===== config.mk =====
export PLATFORM = sky130hd
export DESIGN_NAME = ha_serial_seq
export DESIGN_NICKNAME = d
export VERILOG_FILES = /design/src/rtl/ha_serial_seq.sv
export SDC_FILE = /design/constraint.sdc
export NUM_CORES = 1
export LEC_CHECK = 0
export BUFFER_PORTS_ARGS = -buffer_cell sky130_fd_sc_hd__buf_4
export CORE_ASPECT_RATIO = 1.25
export CORE_UTILIZATION = 58
export CTS_CLUSTER_DIAMETER = 120
export DETAILED_ROUTE_END_ITERATION = 12
export PLACE_DENSITY = 0.85
export SYNTH_ARGS = -nofsm -noshare
export SYNTH_HDL_FRONTEND = slang
export SYNTH_SLANG_ARGS = --single-unit

===== constraint.sdc =====
create_clock -name clk -period 5.9 [get_ports clk]
set_input_delay 0.59 -clock clk [delete_from_list [all_inputs] [get_ports clk]]
set_output_delay 0.59 -clock clk [all_outputs]
set_load 0.05 [all_outputs]

===== src/rtl/ha_serial_seq.sv =====
`default_nettype none
// ============================================================================
// Module      : ha_serial_seq
// Description : Bit-serial adder built around a single half-adder cell.
//               Each operand bit takes two cycles: P1 adds a[i]+b[i] and
//               keeps the partial sum/carry, P2 folds the running carry into
//               that partial sum. The result fills LSB first. A one-cycle
//               DONE state then presents the result and the carry-out.
// Revision    : 1.0 - initial release
// ============================================================================
module ha_serial_seq #(
    parameter int WIDTH = 8
) (
    input  logic             clk,
    input  logic             rst,
    input  logic             start_i,
    input  logic [WIDTH-1:0] op_a_i,
    input  logic [WIDTH-1:0] op_b_i,
    input  logic             cin_i,
    output logic [WIDTH-1:0] sum_o,
    output logic             cout_o,
    output logic             busy_o,
    output logic             done_o
);

    // Bit index width: ceil(log2(WIDTH)), never less than one bit.
    localparam int IDXW = (WIDTH > 1) ? $clog2(WIDTH) : 1;
    localparam logic [IDXW-1:0] IDX_LAST = IDXW'(WIDTH - 1);

    typedef enum logic [1:0] {
        ST_IDLE = 2'd0,
        ST_P1   = 2'd1,
        ST_P2   = 2'd2,
        ST_DONE = 2'd3
    } state_t;

    state_t            state_q, state_d;
    logic [WIDTH-1:0]  a_q, a_d;
    logic [WIDTH-1:0]  b_q, b_d;
    logic [WIDTH-1:0]  sum_q, sum_d;
    logic [IDXW-1:0]   idx_q, idx_d;
    logic              carry_q, carry_d;
    logic              s1_q, s1_d;
    logic              c1_q, c1_d;
    logic              cout_q, cout_d;

    // The one and only adder cell; both phases share it through this mux.
    logic ha_x;
    logic ha_y;
    logic ha_s;
    logic ha_c;

    assign ha_s = ha_x ^ ha_y;
    assign ha_c = ha_x & ha_y;

    // Steer the half-adder inputs: operand bits in P1, partial sum and carry in P2.
    always_comb begin
        ha_x = 1'b0;
        ha_y = 1'b0;
        case (state_q)
            ST_P1: begin
                ha_x = a_q[idx_q];
                ha_y = b_q[idx_q];
            end
            ST_P2: begin
                ha_x = s1_q;
                ha_y = carry_q;
            end
            default: begin
                ha_x = 1'b0;
                ha_y = 1'b0;
            end
        endcase
    end

    // Next-state and datapath update for the IDLE/P1/P2/DONE sequence.
    always_comb begin
        state_d = state_q;
        a_d     = a_q;
        b_d     = b_q;
        sum_d   = sum_q;
        idx_d   = idx_q;
        carry_d = carry_q;
        s1_d    = s1_q;
        c1_d    = c1_q;
        cout_d  = cout_q;

        case (state_q)
            ST_IDLE: begin
                // start is looked at only here, so pulses during an
                // operation are simply dropped rather than queued.
                if (start_i) begin
                    a_d     = op_a_i;
                    b_d     = op_b_i;
                    carry_d = cin_i;
                    sum_d   = '0;
                    cout_d  = 1'b0;
                    idx_d   = '0;
                    state_d = ST_P1;
                end
            end

            ST_P1: begin
                s1_d    = ha_s;
                c1_d    = ha_c;
                state_d = ST_P2;
            end

            ST_P2: begin
                // Full-adder carry = c1 | c; both cannot be 1 at once.
                sum_d[idx_q] = ha_s;
                carry_d      = c1_q | ha_c;
                if (idx_q == IDX_LAST) begin
                    cout_d  = c1_q | ha_c;
                    state_d = ST_DONE;
                end else begin
                    idx_d   = idx_q + 1'b1;
                    state_d = ST_P1;
                end
            end

            ST_DONE: begin
                state_d = ST_IDLE;
            end

            default: begin
                state_d = ST_IDLE;
            end
        endcase
    end

    // State and datapath registers; reset clears everything without a clock.
    always_ff @(posedge clk or posedge rst) begin
        if (rst) begin
            state_q <= ST_IDLE;
            a_q     <= '0;
            b_q     <= '0;
            sum_q   <= '0;
            idx_q   <= '0;
            carry_q <= 1'b0;
            s1_q    <= 1'b0;
            c1_q    <= 1'b0;
            cout_q  <= 1'b0;
        end else begin
            state_q <= state_d;
            a_q     <= a_d;
            b_q     <= b_d;
            sum_q   <= sum_d;
            idx_q   <= idx_d;
            carry_q <= carry_d;
            s1_q    <= s1_d;
            c1_q    <= c1_d;
            cout_q  <= cout_d;
        end
    end

    assign sum_o  = sum_q;
    assign cout_o = cout_q;
    assign busy_o = (state_q != ST_IDLE);
    assign done_o = (state_q == ST_DONE);

endmodule
`default_nettype wire


==> impl_results.md, run 1 <==
* Outcome: finished clean
* Global placement routability congestion at 0.907
* Sequential fraction of the synthesis area at 0.498
* Post-synthesis area per instance at 11.1 sq um
* Share of post-route cells with drive strength above 1 at 0.337
* Final setup slack of the worst path at 3110 ps
* Pre-Repair DR Iteration Count at 4
* Total negative slack at 0 ps
* Maximum number of pins on one net before global-route repair at 34
* Power density of the placed cells at 503 mW/mm^2
* Synth Net Count at 176
* Half-perimeter wire length after placement at 2490 um
* Total area of sequential cells at 826 sq um
* IO Count at 31
* Source of the worst register-to-register timing path: idx_q[0]
* Cts-stage hold buffer count at 0
* Required @ worst endpoint at 6160 ps
* DRC at 0
* Main area contributors after synthesis: sky130_fd_sc_hd__dfrtp_1, sky130_fd_sc_hd__mux2_2, sky130_fd_sc_hd__ha_1
* Height of the chip at 61.8 um
* Share of the clock period used by the worst path after layout at 0.472
* Maximum number of buffers from clock root to sink at 2
* Number of standard-cell rows in the floorplan at 21
* Final Hold Fails at 0
* Commonest cells after routing, fill and taps aside: sky130_fd_sc_hd__dfrtp_1, sky130_fd_sc_hd__buf_4, sky130_fd_sc_hd__mux2_2, sky130_fd_sc_hd__o21ai_0, sky130_fd_sc_hd__nand2_1
* TritonCTS clock tree: built
* Starting DRC count in detailed routing at 30
* Signal arrival time at the worst endpoint at 3050 ps
* Final number of max-transition violations at 0
* Final antenna-violating net count at 0
* CTS H-tree depth at 2
* Number of vias in the routed layout at 1,267
* Cell type contributing the most total cell area after synthesis: sky130_fd_sc_hd__dfrtp_1
* Shortest period the worst path allows at 2790 ps
* Path type of the worst min-delay path: in -> async
* Chip width at 49.8 um
* # Post-CTS Setup Buffers at 0
* Area grow syn2layout at 17.4%
* Worst VDD drop at 0.338 mV
* Number of endpoints failing setup at the final stage at 0
* Cell with the largest stage delay on the worst path: sky130_fd_sc_hd__dfrtp_1
* CTS sink count at 33
* Antenna diode count at 0
* Origin of the worst setup path: idx_q[0]
* Kind of end point of the critical path: register
* Cell Chain, Critical Path: mux4_2 -> a221oi_2 -> nor3b_1 -> ha_1 -> nand2_1 -> or3_1 -> o21ai_0
* Count of max-cap constraint violations at 0
* Multi-input combinational cell area at 772 sq um
* Total routing resource utilization after global routing at 0.258
* Core Box Area at 0.00271 sq mm
* Total number of yosys warnings at 0
* Final nets at 207
* Design area at 0.00195 sq mm
* Post-detailed-route via-to-cell ratio at 5.89
* Classification of the worst setup path: reg -> reg
* Number of cells on the worst reg-to-reg path at 7
* Static leakage power at 0.923 nW
* Number of buffers added by the clock tree synthesis step at 5
* Netlist Area Pre-Place at 0.00166 sq mm
* Yosys reg bits at 33
* Clock slew seen by the registers of the worst setup and hold paths at 120 ps
* Area fraction of the dominant cell type after synthesis at 0.498
* Max FO, Critical Path at 20
* GRT Residual Overflow at 0
* Instance count of the mapped netlist at 149
* RSZ-0062 raised after global routing: false
* Final-layout worst hold slack at 321 ps
* Instance area at placement at 0.00190 sq mm
* Via count of the first global-routing pass at 1,275
* Routed length per instance at 15.8 um
* Slew of the pin with the lowest slew margin at 739 ps
* End of the critical path: sum_o[5]
* Number of port buffers at 30
* Root buffer cell: sky130_fd_sc_hd__clkbuf_4
* Post-route clock skew at 20.5 ps
* Achievable clock frequency at 0.359 GHz
* Number of fillers in the final layout at 220
* Capture point of the worst reg-to-reg path: sum_o[5]
* Post-cts resize count at 0
* Worst Setup Start Kind: register
* Distinct cell type count of the synthesized netlist at 32
* Commonest non-fill, non-tap cell in the layout: sky130_fd_sc_hd__dfrtp_1
* Initial cell density of the core at 0.613
* Setup slack at placement at 3130 ps
* Slowest stage delay, CP at 840 ps
* Reg-to-reg setup timing slack at 3110 ps
* Insertion delay to the later sink of the worst-skew pair at 350 ps
* Wire length of the first global-routing pass at 5610 um
* Drt total wl at 3390 um
* Antenna violations before repair at 0
* Remaining max-slew budget at the tightest pin at 0.507
* Floorplan die area at 0.00308 sq mm
-- state kept, by name, indices dropped and copies added (netlist names) --
register and flops:
a_q 8, b_q 8, sum_o 8, idx_q 3, state_q 2, c1_q 1, carry_q 1, cout_o 1
s1_q 1
-- synth_stat cells --
| cell type | n |
|---|---|
| sky130_fd_sc_hd__or3_1 | 1 |
| sky130_fd_sc_hd__nand2_2 | 1 |
| sky130_fd_sc_hd__nor3_1 | 2 |
| sky130_fd_sc_hd__o21ai_2 | 1 |
| sky130_fd_sc_hd__mux4_2 | 1 |
| sky130_fd_sc_hd__mux2_2 | 18 |
| sky130_fd_sc_hd__nor2_1 | 4 |
| sky130_fd_sc_hd__a22o_1 | 4 |
| sky130_fd_sc_hd__a22oi_1 | 2 |
| sky130_fd_sc_hd__clkinv_1 | 1 |
| sky130_fd_sc_hd__nand2_1 | 13 |
| sky130_fd_sc_hd__nand2b_1 | 3 |
| sky130_fd_sc_hd__a32o_1 | 1 |
| sky130_fd_sc_hd__buf_6 | 1 |
| sky130_fd_sc_hd__or2_2 | 1 |
| sky130_fd_sc_hd__o31ai_1 | 1 |
| sky130_fd_sc_hd__clkbuf_1 | 3 |
| sky130_fd_sc_hd__o21ai_1 | 1 |
| sky130_fd_sc_hd__ha_1 | 7 |
| sky130_fd_sc_hd__mux2i_1 | 6 |
| sky130_fd_sc_hd__a221oi_2 | 1 |
| sky130_fd_sc_hd__o22ai_1 | 4 |
| sky130_fd_sc_hd__nand3_1 | 1 |
| sky130_fd_sc_hd__a21oi_1 | 6 |
| sky130_fd_sc_hd__o21ai_0 | 17 |
| sky130_fd_sc_hd__nor2b_1 | 3 |
| sky130_fd_sc_hd__nor3b_1 | 1 |
| sky130_fd_sc_hd__dfrtp_1 | 33 |
| sky130_fd_sc_hd__inv_1 | 5 |
| sky130_fd_sc_hd__o211ai_1 | 1 |
| sky130_fd_sc_hd__buf_2 | 3 |
| sky130_fd_sc_hd__a31oi_1 | 2 |
-- cell type report --
type,instances,share of cell area
well taps,34,0.0219
repair buffers,31,0.120
flip-flops and latches,33,0.424
clock inverters,2,0.00514
clock buffers,6,0.0212
multi-input cells,103,0.397
inverters,6,0.0116
-- worst min-delay path by stage --
| stage | start | endpoint | slack [ps] | depth (start not counted) |
|---|---|---|---|---|
| after global placement | carry_q | carry_q | 480 | 2 |
| after floorplan | carry_q | carry_q | 450 | 2 |
| after global routing | rst | sum_o[5] | 360 | 3 |
| after detailed placement | b_q[7] | b_q[7] | 490 | 1 |
| after CTS | rst | idx_q[0] | 330 | 3 |
| final | rst | sum_o[5] | 320 | 3 |
-- cell families (layout without fill, tap and decap cells) --
kind of cell | after synthesis | count (layout) | share of synthesized area
AOI/OAI and AO/OA | 41 | 41 | 0.155
and+or+nand+nor | 30 | 30 | 0.0860
DFF | 33 | 33 | 0.498
buffers and inverters | 13 | 45 | 0.0362
muxes | 25 | 25 | 0.172
adders and majority gates | 7 | 7 | 0.0528
-- where the power goes --
part | internal, W | switching [W]
combinational | 0.000207 | 0.000249
clock | 0.0000454 | 0.0000779
sequential | 0.000311 | 0.0000886
total | 0.000563 | 0.000416
-- metrics by stage --
step	power (W)	cells	util
after detailed placement	0.000858	207	0.700
after global placement	0.000828	207	0.700
after CTS	0.000981	215	0.719
after floorplan	0.000749	149	-
after global routing	0.00105	215	0.719
final	0.000979	215	0.719
-- routing by layer --
layer,part of all wire,track usage,vias to the layer above
met5,0,0,-
met4,0.023,0.135,0
met3,0.036,0.0876,8
met2,0.54,0.450,39
met1,0.40,0.285,619
li1,-,-,601
-- worst max-delay path: cells and delay by family (launching register included) --
kind	cells	cell delay (ps)
DFF	1	840
muxes	1	600
and+or+nand+nor	3	510
AOI/OAI and AO/OA	2	450
adders and majority gates	1	300
Power figures use the tool's default switching activity.
==> inputs of run 2 (changes only) <==
CORE_UTILIZATION = 49   (was 58)
PLACE_DENSITY = 0.77   (was 0.85)
clock period = 2.45 ns   (was 5.9 ns; I/O delays follow)
==> run 2 against run 1 <==
  * Critical path type unchanged
  * Highest routed layer unchanged
  * Non-clock buffer count is 5 higher
  * Hold slack worse by 280 ps
  * Clock skew is 14 ps lower
  * Setup slack worse by 2900 ps
  * Maximum frequency is 23% higher
  * Critical path depth is 2 higher
  * Core utilization is 8.7 points lower
==> impl_results.md, run 2 (same netlist as run 1, synthesis figures left out) <==
* Outcome: finished clean (unchanged)
* Max FO, Critical Path at 19 (was 20)
* Path type of the worst min-delay path: in -> async (unchanged)
* Chip width at 54.0 um (was 49.8 um)
* Floorplan die area at 0.00362 sq mm (was 0.00308 sq mm)
* Power density of the placed cells at 1260 mW/mm^2 (was 503 mW/mm^2)
* Worst Setup Start Kind: register (unchanged)
* Number of fillers in the final layout at 265 (was 220)
* Maximum number of pins on one net before global-route repair at 34 (unchanged)
* Cell Chain, Critical Path: buf_4 -> mux2i_1 -> o22ai_1 -> a221oi_2 -> nor3b_1 -> ha_1 -> nand2_1 -> or3_1 -> o21ai_0 (was mux4_2 -> a221oi_2 -> nor3b_1 -> ha_1 -> nand2_1 -> or3_1 -> o21ai_0)
* Number of standard-cell rows in the floorplan at 23 (was 21)
* Instance area at placement at 0.00194 sq mm (was 0.00190 sq mm)
* Number of vias in the routed layout at 1,295 (was 1,267)
* Height of the chip at 67.0 um (was 61.8 um)
* Final-layout worst hold slack at 41.9 ps (was 321 ps)
* Cell with the largest stage delay on the worst path: sky130_fd_sc_hd__dfrtp_1 (unchanged)
* Initial cell density of the core at 0.514 (was 0.613)
* Routed length per instance at 15.6 um (was 15.8 um)
* Slew of the pin with the lowest slew margin at 666 ps (was 739 ps)
* Utilization after layout at 0.632 (was 0.719)
* Relative contribution of sequential cells to total power at 0.348 (was 0.408)
* Number of cells on the critical path at 9 (was 7)
* Classification of the worst setup path: reg -> reg (unchanged)
* Final Hold Fails at 0 (unchanged)
* Origin of the worst setup path: idx_q[0] (unchanged)
* Shortest period the worst path allows at 2260 ps (was 2790 ps)
* Insertion delay to the later sink of the worst-skew pair at 290 ps (was 350 ps)
* Number of cells on the worst reg-to-reg path at 9 (was 7)
* CTS sink count at 33 (unchanged)
* GRT Residual Overflow at 0 (unchanged)
* Global placement routability congestion at 0.860 (was 0.907)
* Total net switching power at 0.00103 W (was 0.000416 W)
* Post-detailed-route via-to-cell ratio at 5.81 (was 5.89)
* Remaining max-slew budget at the tightest pin at 0.553 (was 0.507)
* End of the critical path: sum_o[1] (was sum_o[5])
* Static leakage power at 0.971 nW (was 0.923 nW)
* Post-route clock skew at 6.54 ps (was 20.5 ps)
* Number of endpoints failing setup at the final stage at 0 (unchanged)
* Via count of the first global-routing pass at 1,244 (was 1,275)
* Reg-to-reg setup timing slack at 190 ps (was 3110 ps)
* Achievable clock frequency at 0.443 GHz (was 0.359 GHz)
* Final antenna-violating net count at 0 (unchanged)
* Final number of max-transition violations at 0 (unchanged)
* Required @ worst endpoint at 2640 ps (was 6160 ps)
* TritonCTS clock tree: built (unchanged)
* RSZ-0062 raised after global routing: false (unchanged)
* Number of buffers added by the clock tree synthesis step at 5 (unchanged)
* Post-cts resize count at 0 (unchanged)
* Proportion of power drawn by combinational gates at 0.479 (was 0.466)
* Maximum number of buffers from clock root to sink at 2 (unchanged)
* Family with the most delay on the worst path: compound AO/OA/AOI/OAI gates (was flip-flops)
* Capture point of the worst reg-to-reg path: sum_o[1] (was sum_o[5])
* Total routing resource utilization after global routing at 0.226 (was 0.258)
* Pre-Repair DR Iteration Count at 4 (unchanged)
* Antenna violations before repair at 0 (unchanged)
* IO Count at 31 (unchanged)
* Commonest non-fill, non-tap cell in the layout: sky130_fd_sc_hd__buf_4 (was sky130_fd_sc_hd__dfrtp_1)
* Number of port buffers at 30 (unchanged)
* Core Box Area at 0.00322 sq mm (was 0.00271 sq mm)
* Half-perimeter wire length after placement at 2610 um (was 2490 um)
* Share of post-route cells with drive strength above 1 at 0.360 (was 0.337)
* Clock share of power at 0.173 (was 0.126)
* Design area at 0.00204 sq mm (was 0.00195 sq mm)
* Switching power as a share of total power at 0.399 (was 0.425)
* Wire length of the first global-routing pass at 5630 um (was 5610 um)
* CTS H-tree depth at 2 (unchanged)
* Share of the clock period used by the worst path after layout at 0.922 (was 0.472)
* Source of the worst register-to-register timing path: idx_q[0] (unchanged)
* Commonest cells after routing, fill and taps aside: sky130_fd_sc_hd__buf_4, sky130_fd_sc_hd__dfrtp_1, sky130_fd_sc_hd__mux2_2, sky130_fd_sc_hd__o21ai_0, sky130_fd_sc_hd__nand2_1 (was sky130_fd_sc_hd__dfrtp_1, sky130_fd_sc_hd__buf_4, sky130_fd_sc_hd__mux2_2, sky130_fd_sc_hd__o21ai_0, sky130_fd_sc_hd__nand2_1)
* Root buffer cell: sky130_fd_sc_hd__clkbuf_8 (was sky130_fd_sc_hd__clkbuf_4)
* Worst VDD drop at 0.813 mV (was 0.338 mV)
* Antenna diode count at 0 (unchanged)
* Drt total wl at 3480 um (was 3390 um)
* Count of max-cap constraint violations at 0 (unchanged)
* Kind of end point of the critical path: register (unchanged)
* DRC at 0 (unchanged)
* Final nets at 212 (was 207)
* Clock slew seen by the registers of the worst setup and hold paths at 70 ps (was 120 ps)
* Buffers & Inverters on Critical Path at 1 (was 0)
* Slowest stage delay, CP at 370 ps (was 840 ps)
* Cts-stage hold buffer count at 0 (unchanged)
* Starting DRC count in detailed routing at 45 (was 30)
* Area grow syn2layout at 22.9% (was 17.4%)
* Internal power summed over all cells at 0.00155 W (was 0.000563 W)
* Signal arrival time at the worst endpoint at 2450 ps (was 3050 ps)
* Total negative slack at 0 ps (unchanged)
* # Post-CTS Setup Buffers at 0 (unchanged)
-- run 2: cell count changes in the layout (fill, tap and decap cells not counted) --
cell,change
sky130_fd_sc_hd__clkbuf_8,+7
sky130_fd_sc_hd__buf_4,+5
sky130_fd_sc_hd__clkbuf_4,-5
sky130_fd_sc_hd__clkbuf_1,-1
sky130_fd_sc_hd__clkinv_2,-1
-- run 2: layout make-up --
cell class	count	area, sq um	share of cell area
flip-flops and latches	33	826	0.405
multi-input cells	103	772	0.379
repair buffers	36	270	0.133
clock buffers	7	96.3	0.0473
well taps	37	46.3	0.0227
inverters	6	22.5	0.0110
clock inverters	1	5.00	0.00246
-- run 2: tightest hold or removal path, stage by stage --
cell,delay (ps)
sky130_fd_sc_hd__buf_4,110
sky130_fd_sc_hd__inv_1,40
sky130_fd_sc_hd__buf_4,350
-- run 2: how the worst min path moves through the flow --
stage | start | cells after the start | to | slack [ps]
4_1_cts | rst | 3 | state_q[0] | 60
5_1_grt | rst | 3 | carry_q | 70
2_1_floorplan | rst | 1 | a_q[0] | 370
3_5_place_dp | rst | 3 | a_q[6] | 370
3_3_place_gp | rst | 3 | c1_q | 350
6_report | rst | 3 | a_q[5] | 40
-- run 2: power groups by stage --
stage	logic (W)	clock network (W)	registers (W)
2_1_floorplan	0.000903	0	0.000900
3_3_place_gp	0.00117	0	0.000893
3_5_place_dp	0.00122	0	0.000906
4_1_cts	0.00123	0.000455	0.000899
5_1_grt	0.00135	0.000480	0.000924
6_report	0.00123	0.000447	0.000895
-- run 2: stage by stage --
| step | power (W) | worst slack (ps) | std cells |
|---|---|---|---|
| after detailed placement | 0.00212 | 226 | 215 |
| final | 0.00258 | 190 | 223 |
| after floorplan | 0.00180 | 277 | 149 |
| after global routing | 0.00276 | 5.40 | 223 |
| after global placement | 0.00206 | 302 | 215 |
| after CTS | 0.00259 | 199 | 223 |
-- run 2: metal layers --
| metal | part of all wire | GRT usage | vias to the layer above |
|---|---|---|---|
| li1 | - | - | 604 |
| met1 | 0.37 | 0.251 | 637 |
| met2 | 0.56 | 0.384 | 46 |
| met3 | 0.051 | 0.0662 | 8 |
| met4 | 0.020 | 0.109 | 0 |
| met5 | 0 | 0 | - |
